## src/rtl/data_mem_responder_pkg.sv

```systemverilog
// rtl/data_mem_responder_pkg.sv - shared state encodings and default sizing for the data memory responder
package data_mem_responder_pkg;

    typedef enum logic [1:0] {
        ST_IDLE = 2'd0,
        ST_BUSY = 2'd1,
        ST_DONE = 2'd2
    } state_t;

    localparam int DEF_DATA_W      = 16;
    localparam int DEF_ADDR_W      = 16;
    localparam int DEF_DEPTH       = 256;
    localparam int DEF_WAIT_CYCLES = 2;
    localparam int CNT_W           = 4;

    function automatic int idx_width(input int depth);
        return (depth > 1) ? $clog2(depth) : 1;
    endfunction

endpackage

```

## src/rtl/data_mem_responder_array.sv

```systemverilog
// rtl/data_mem_responder_array.sv - single-port word array, synchronous write, asynchronous read, no reset
module dmem_array #(
    parameter int DATA_W = 16,
    parameter int DEPTH  = 256,
    parameter int IDX_W  = 8
) (
    input  logic              clk,
    input  logic              we,
    input  logic [IDX_W-1:0]  idx,
    input  logic [DATA_W-1:0] wdata,
    output logic [DATA_W-1:0] rdata
);

    logic [DATA_W-1:0] mem [DEPTH];

    always_ff @(posedge clk) begin
        if (we) begin
            mem[idx] <= wdata;
        end
    end

    assign rdata = mem[idx];

endmodule

```

## src/rtl/data_mem_responder.sv

```systemverilog
// rtl/data_mem_responder.sv - wait-state memory responder: stalls the pipeline, then completes one access
module data_mem_responder
    import data_mem_responder_pkg::*;
#(
    parameter int DATA_W      = DEF_DATA_W,
    parameter int ADDR_W      = DEF_ADDR_W,
    parameter int DEPTH       = DEF_DEPTH,
    parameter int WAIT_CYCLES = DEF_WAIT_CYCLES
) (
    input  logic              clk,
    input  logic              rst_n,
    input  logic              MemRead,
    input  logic              MemWrite,
    input  logic [ADDR_W-1:0] ADDR,
    input  logic [DATA_W-1:0] WDATA,
    output logic [DATA_W-1:0] RDATA,
    output logic              RVALID,
    output logic              Stall,
    output logic              ERR
);

    localparam int IDX_W = idx_width(DEPTH);
    localparam logic [CNT_W-1:0] CNT_LOAD = (WAIT_CYCLES > 0) ? CNT_W'(WAIT_CYCLES - 1) : '0;
    localparam bit ALL_IN_RANGE = (DEPTH >= (1 << ADDR_W));

    state_t            state, state_nx;
    logic [CNT_W-1:0]  cnt, cnt_nx;
    logic              cap_rd, cap_wr;
    logic [ADDR_W-1:0] cap_addr;
    logic [DATA_W-1:0] cap_wdata;

    logic              op_rd, op_wr, in_range, enter_done, arr_we;
    logic [ADDR_W-1:0] op_addr;
    logic [DATA_W-1:0] op_wdata, arr_rdata;

    always_comb begin
        state_nx = state;
        cnt_nx   = cnt;
        Stall    = 1'b0;
        case (state)
            ST_IDLE: begin
                if (MemRead || MemWrite) begin
                    Stall    = 1'b1;
                    cnt_nx   = CNT_LOAD;
                    state_nx = (WAIT_CYCLES > 0) ? ST_BUSY : ST_DONE;
                end
            end
            ST_BUSY: begin
                Stall = 1'b1;
                if (cnt == '0) begin
                    state_nx = ST_DONE;
                end else begin
                    cnt_nx = cnt - 1'b1;
                end
            end
            ST_DONE:  state_nx = ST_IDLE;
            default:  state_nx = ST_IDLE;
        endcase
    end

    // With zero wait states the access completes on the edge leaving IDLE, before capture is visible.
    assign op_rd    = (state == ST_IDLE) ? MemRead  : cap_rd;
    assign op_wr    = (state == ST_IDLE) ? MemWrite : cap_wr;
    assign op_addr  = (state == ST_IDLE) ? ADDR     : cap_addr;
    assign op_wdata = (state == ST_IDLE) ? WDATA    : cap_wdata;

    assign in_range   = ALL_IN_RANGE || (op_addr < ADDR_W'(DEPTH));
    assign enter_done = (state_nx == ST_DONE);
    assign arr_we     = enter_done && op_wr && !op_rd && in_range && rst_n;

    dmem_array #(
        .DATA_W (DATA_W),
        .DEPTH  (DEPTH),
        .IDX_W  (IDX_W)
    ) u_array (
        .clk    (clk),
        .we     (arr_we),
        .idx    (op_addr[IDX_W-1:0]),
        .wdata  (op_wdata),
        .rdata  (arr_rdata)
    );

    always_ff @(posedge clk or negedge rst_n) begin
        if (!rst_n) begin
            state     <= ST_IDLE;
            cnt       <= '0;
            cap_rd    <= 1'b0;
            cap_wr    <= 1'b0;
            cap_addr  <= '0;
            cap_wdata <= '0;
            RDATA     <= '0;
            RVALID    <= 1'b0;
            ERR       <= 1'b0;
        end else begin
            state  <= state_nx;
            cnt    <= cnt_nx;
            RVALID <= 1'b0;
            ERR    <= 1'b0;
            if (state == ST_IDLE && (MemRead || MemWrite)) begin
                cap_rd    <= MemRead;
                cap_wr    <= MemWrite;
                cap_addr  <= ADDR;
                cap_wdata <= WDATA;
            end
            if (enter_done) begin
                if (op_rd && op_wr) begin
                    ERR <= 1'b1;
                end else if (!in_range) begin
                    ERR <= 1'b1;
                    if (op_rd) begin
                        RDATA  <= '0;
                        RVALID <= 1'b1;
                    end
                end else if (op_rd) begin
                    RDATA  <= arr_rdata;
                    RVALID <= 1'b1;
                end
            end
        end
    end

endmodule

```

## config.mk

```make
export PLATFORM = sky130hd
export DESIGN_NAME = data_mem_responder
export DESIGN_NICKNAME = d
export VERILOG_FILES = /design/src/rtl/data_mem_responder_pkg.sv /design/src/rtl/data_mem_responder_array.sv /design/src/rtl/data_mem_responder.sv
export SDC_FILE = /design/constraint.sdc
export NUM_CORES = 2
export LEC_CHECK = 0
export ABC_AREA = 0
export CAP_MARGIN = 20
export CORE_AREA = 2 2 503 555
export DETAILED_ROUTE_END_ITERATION = 7
export DIE_AREA = 0 0 505 557
export PLACE_DENSITY = 0.73
export RECOVER_POWER = 100
export SLEW_MARGIN = 10
export SYNTH_ARGS = -nofsm -noshare
export SYNTH_HDL_FRONTEND = slang
export SYNTH_SLANG_ARGS = --single-unit
```

## constraint.sdc

```tcl
create_clock -name clk -period 6 [get_ports clk]
set_clock_uncertainty 0.15 [all_clocks]
set_input_delay 1.5 -clock clk [delete_from_list [all_inputs] [get_ports clk]]
set_output_delay 1.5 -clock clk [all_outputs]
set_load 0.005 [all_outputs]
```

# Word-level counts from Yosys, hierarchy flattened
# Memory sizes are Yosys's and may differ from the RTL's.
# Index checks and enable logic that the tools add are counted.
dict set report totals {
  ff_bits 58
  ramBits 4096
  in_bits 36
  output_inout_bits 19
  word_cells 53
  n_memories 1
}
dict set report op_classes {
  add_sub_neg 1
  n_lt_le_gt_ge 1
  n_eq_ne 4
  n_mux 23
  n_bitwise 1
  n_reduce_logical 13
}
# name words word_bits rd rd_clocked_by_memory_dff wr line_no
set memory_table {}
lappend memory_table {u_array.mem 256 16 1 0 1 data_mem_responder_array.sv:14} ;# logic [DATA_W-1:0] mem [DEPTH];
# cell n
set ops {}
lappend ops {{16-bit 2-to-1 mux} 5}
lappend ops {{16-bit by 9-bit < comparator with 1-bit output, second input constant} 1}
lappend ops {{1-bit 2-to-1 mux} 11}
lappend ops {{4-bit 2-to-1 mux} 2}
lappend ops {{4-bit case mux with 2 select lines} 1}
lappend ops {{1-bit logical AND} 6}
lappend ops {{3-bit AND reduction} 2}
lappend ops {{4-bit logical NOT} 1}
lappend ops {{2-bit 2-to-1 mux} 2}
lappend ops {{2-bit != test, second input constant} 2}
lappend ops {{2-bit case mux with 2 select lines} 1}
lappend ops {{4-bit by 1-bit subtractor with 4-bit output, second input constant} 1}
lappend ops {{2-bit by 1-bit == test with 1-bit output, second input constant} 1}
lappend ops {{2-bit == test, second input constant} 1}
lappend ops {{2-bit logical NOT} 1}
lappend ops {{1-bit case mux with 2 select lines} 1}
lappend ops {{2-bit nonzero test} 1}
lappend ops {{1-bit logical NOT} 1}
lappend ops {{1-bit logical OR} 1}
lappend ops {{1-bit NOT} 1}

# Longest topological paths before layout
dict set report logic_depth {
  ltp_word 10
  depth_mapped 14
  mapped_depth_nobuf 8
}

# Hierarchy
# From an unflattened synthesis, not the netlist that was laid out.
dict set report unflattened {
  hier_cells 6997
  area_unflattened_um2 157750.0
}
# module instances cells_each area_each_um2 seq_area_each_um2
set modules_own_cells {}
lappend modules_own_cells {dmem_array 1 6711 155078.7 122998.0}
lappend modules_own_cells {data_mem_responder 1 286 2671.3 1451.4}

# Worst setup path after synthesis
# OpenSTA, ideal clock, no wires.
dict set report synth_path {
  path_type {register to register}
  from {register state[1]}
  to {memory u_array.mem[0][10], data pin}
  setup_time_ns 0.823
  arrival_ns 4.699
  t_required_ns 5.027
  setup_slack_ns 0.328
  stages_incl_launch_ff 9
  path_buffers 5
  period_less_slack_ns 5.672
  path_cell_list {dfrtp_1 -> buf_6 -> nor2_4 -> buf_4 -> buf_4 -> clkbuf_1 -> buf_1 -> nand2_1 -> nand2_1}
}
dict set report synth_via {
  elab_chain_cells 2
}
# element line_no
set synth_rtl {}
lappend synth_rtl {{start, declared} data_mem_responder.sv:26} ;# state_t state, state_nx;
lappend synth_rtl {{start signal, assigned} data_mem_responder.sv:95} ;# state <= state_nx;
lappend synth_rtl {{2-bit logical NOT} data_mem_responder.sv:65} ;# assign op_wdata = (state == ST_IDLE) ? WDATA : cap_wdata;
lappend synth_rtl {{16-bit 2-to-1 mux} data_mem_responder.sv:65}
lappend synth_rtl {{named net op_wdata[10]} data_mem_responder.sv:34} ;# logic [DATA_W-1:0] op_wdata, arr_rdata;
lappend synth_rtl {{end, declared} data_mem_responder_array.sv:14}
# The timed path passes the listed nets, and every way through them passes these cells.

# Final worst setup path
dict set report layout_path {
  from {register state[1]}
  to {register RDATA[7]}
}
dict set report layout_via {
  elab_chain_cells 5
  elab_cells_between_ends 16
  classes_between {order compare: 1; eq/ne: 2; mux: 8; bitwise: 1; reduce/logical: 3; memory: 1}
}
# element line_no
set layout_rtl {}
lappend layout_rtl {{2-bit logical NOT} -}
lappend layout_rtl {{16-bit 2-to-1 mux (tied with other cells)} data_mem_responder.sv:64} ;# assign op_addr = (state == ST_IDLE) ? ADDR : cap_addr;
lappend layout_rtl {{memory 256 x 16 bit / 1-bit logical AND (equally long branches)} -}
lappend layout_rtl {{16-bit 2-to-1 mux / 1-bit NOT (equally long branches)} -}
lappend layout_rtl {{16-bit 2-to-1 mux / 3-bit AND reduction (equally long branches)} -}
lappend layout_rtl {{end signal, assigned} data_mem_responder.sv:115} ;# RDATA <= arr_rdata;
lappend layout_rtl {{end, declared} data_mem_responder.sv:16} ;# output logic [DATA_W-1:0] RDATA,
# Parallel ways exist; a longest one is shown, timed or not. The select of a mux whose other input is x is not followed.
# A chain may end at the register's enable or synchronous reset.

==> results.ini <==
[run_status]
status=finished with violations
violations=capacitance limit, slew limit

[critical_path]
startpoint_type=flip-flop
arrival_ns=6.64
crit_type=flip-flop to flip-flop
cp-end-kind=flip-flop
required_ns=6.68
crit_fanout=31

[synth]
synth_ff_type=edfxtp_1
ys_ff_latch=4154
yosysTopAreaCell=edfxtp_1
synthTopCellsByCount=4096 x edfxtp_1, 1950 x o22ai_1, 753 x o21ai_0
yosysWarnings=0
syn_nets=8770
async_flop_share_pct=1.40
yosys.area.top_type_share_pct=81.4
synth_cells=8732
syn_area_per_cell_um2=17.3
netlist_area_mm2=0.151
synth_edf_count=4096
synth-seq-area-share_pct=82.4
yosysMostFrequentCell=edfxtp_1
synth.distinct_cells=38
synth_area_leaders=edfxtp_1 81%, o22ai_1 8.1%, o21ai_0 2.5%

[sta]
worst_pin_slew_ns=4.08
max_freq_mhz=168
setup_violations=0
hold_slack_ns=0.360
setup_ws_ns=0.0472
final_hold_viol_count=0
fin_crit_sh_pct=99.2
rsz0062_at_grt=no
fin_crit_ns=5.95
tns_ns=0
maxSlewViolCount=1813
slew_headroom_pct=-172

[global_route]
grt_antenna_before_repair=26
grt_pass1_wl_um=632000
first_global_vias=90500
grt_max_degree=118
track_usage_pct=30.8
grt_remaining_overflow=0

[drt]
wl_met2_um=204000
firstDrtPassIters=8
met1_length_um=150000
drc=0
wl_per_cell_um=33.5
final_antenna_net_count=0
top_layer_used=met5
avgViaCountPerCell=7.08
wirelength_um=446000
num_vias=94300
wl_met3_um=65100
drtIter0Drc=18200

[cts]
cts_tree=built
holdBufCountCts=0
cts.sinks=4154
cts_buffers=393
post-cts-setup-buffers=0
cts-root-buf=clkbuf_16
cts_max_level=5
cts_buffer_depth=4
clk_pin_slew_ns=0.07
clock_latency_ns=0.98
cts_resized=0

[layout]
drive_gt1_share_pct=13.9
nets=9337
postLayoutCellArea_mm2=0.172
area_growth_pct=14.1
stdcell_count=13300

[floorplan]
dieWidth_um=505
dieHeight_um=557
die_area_mm2=0.281
io_pins=55
row_count=203
start_util_pct=54.6
core_area_mm2=0.276

[placement]
hpwl_um=258000
dp.cells=12600
dp_slack_ns=-0.348
placed_area_mm2=0.161
gp_congestion=0.945
numPortBuffers=54

[power_and_ir_drop]
power.density_mw_per_mm2=561
vdd.ir_drop.worst_v=0.000592
static-leakage-power_uw=0.0526

[hold_path]
hold_class=flip-flop to flip-flop

[run]
max-cap-violations=29

worst max-delay path, cell delays in order, from the launching register on:
cell and delay [ns]:
dfrtp_1 0.54, nor2_4 0.70, buf_4 0.41, o31a_2 0.50, buf_12 0.27, buf_4 0.40, o22ai_1 0.14, o21ai_0 0.28
a41oi_1 0.24, nor4_1 1.00, clkbuf_1 0.34, o22ai_1 0.41, o31ai_1 0.38
per-stage QoR:
stage          power, µW  utilization (%)
3_5_place_dp       71300             58.2
4_1_cts            95400             62.8
2_1_floorplan      57000                -
6_report           96600             62.3
5_1_grt            98500             62.3
3_3_place_gp       70400             58.2
layout by cell type, fill, tap and decap left out, types with 10 or more instances in the layout:
master | Yosys | final
nor2_1 | 268 | 268
clkinv_1 | 0 | 83
nand2_1 | 111 | 90
clkbuf_2 | 0 | 217
o41ai_1 | 16 | 16
clkbuf_4 | 0 | 11
dfrtp_1 | 58 | 58
diode_2 | 0 | 14
inv_1 | 10 | 10
clkbuf_1 | 207 | 150
o21ai_0 | 753 | 753
buf_4 | 42 | 348
nand3_1 | 10 | 10
clkbuf_16 | 0 | 397
bufinv_16 | 0 | 33
clkdlybuf4s50_1 | 0 | 34
a21oi_1 | 68 | 68
mux2_2 | 32 | 32
a22oi_1 | 128 | 128
buf_12 | 0 | 116
o31ai_1 | 15 | 13
nand2_2 | 0 | 20
clkinv_2 | 0 | 70
clkinvlp_4 | 0 | 14
dlygate4sd3_1 | 0 | 19
o21ai_1 | 215 | 209
o22ai_1 | 1950 | 1950
nor4_1 | 65 | 61
a41oi_1 | 244 | 244
edfxtp_1 | 4096 | 4096
final cells by class:
class,count,area (µm²)
Antenna cell,14,35.0
Sequential cell,4154,124000
Clock inverter,228,2220
Timing Repair Buffer,815,6920
Inverter,10,37.5
Tap cell,3690,4620
Multi-Input combinational cell,3925,23600
Clock buffer,488,10400
Fill cell,18700,104000
sequential cells by signal, indices dropped and copies added (netlist names):
name / flops
cnt: 4
RDATA: 16
state: 2
RVALID: 1
ERR: 1
u_array.mem: 4096
cap_addr: 16
cap_rd: 1
cap_wdata: 16
cap_wr: 1
worst paths after layout:
check	start	endpoint	slack, ns	cells after the start
hold reg to reg	cap_wdata[5]$_DFFE_PN0P_	cap_wdata[5]$_DFFE_PN0P_	0.36	1
min in group asynchronous	rst_n	cap_wdata[15]$_DFFE_PN0P_	1.98	2
setup / recovery	state[1]$_DFF_PN0_	RDATA[7]$_DFFE_PN0P_	0.05	12
max in group asynchronous	rst_n	RDATA[9]$_DFFE_PN0P_	1.34	2
setup reg to reg	state[1]$_DFF_PN0_	RDATA[7]$_DFFE_PN0P_	0.05	12
hold / removal	cap_wdata[5]$_DFFE_PN0P_	cap_wdata[5]$_DFFE_PN0P_	0.36	1
cells by family (layout without fill, tap and decap cells):
group / after synthesis / count (layout) / share of synthesized area (%)
DFF: 4154 / 4154 / 82.4
AOI/OAI and AO/OA: 3413 / 3413 / 13.9
buffers and inverters: 653 / 1541 / 2.12
and+or+nand+nor: 476 / 476 / 1.34
muxes: 32 / 32 / 0.239
adders and majority gates: 2 / 2 / 0.0166
xor gates and xnor gates: 2 / 2 / 0.0116
other: 0 / 14 / 0
per-layer routing:
layer | GRT usage [%] | vias to the layer above
met1 | 40.8 | 46700
met2 | 47.4 | 8334
li1 | - | 37800
met4 | 15.6 | 24
met3 | 8.21 | 1398
met5 | 0 | -
power by group:
group	internal (µW)	switching [µW]	leakage (µW)
registers	38800	305	0.0377
clock network	13700	10700	0.00613
logic	8420	24600	0.00877
(Power assumes the default switching activity.)
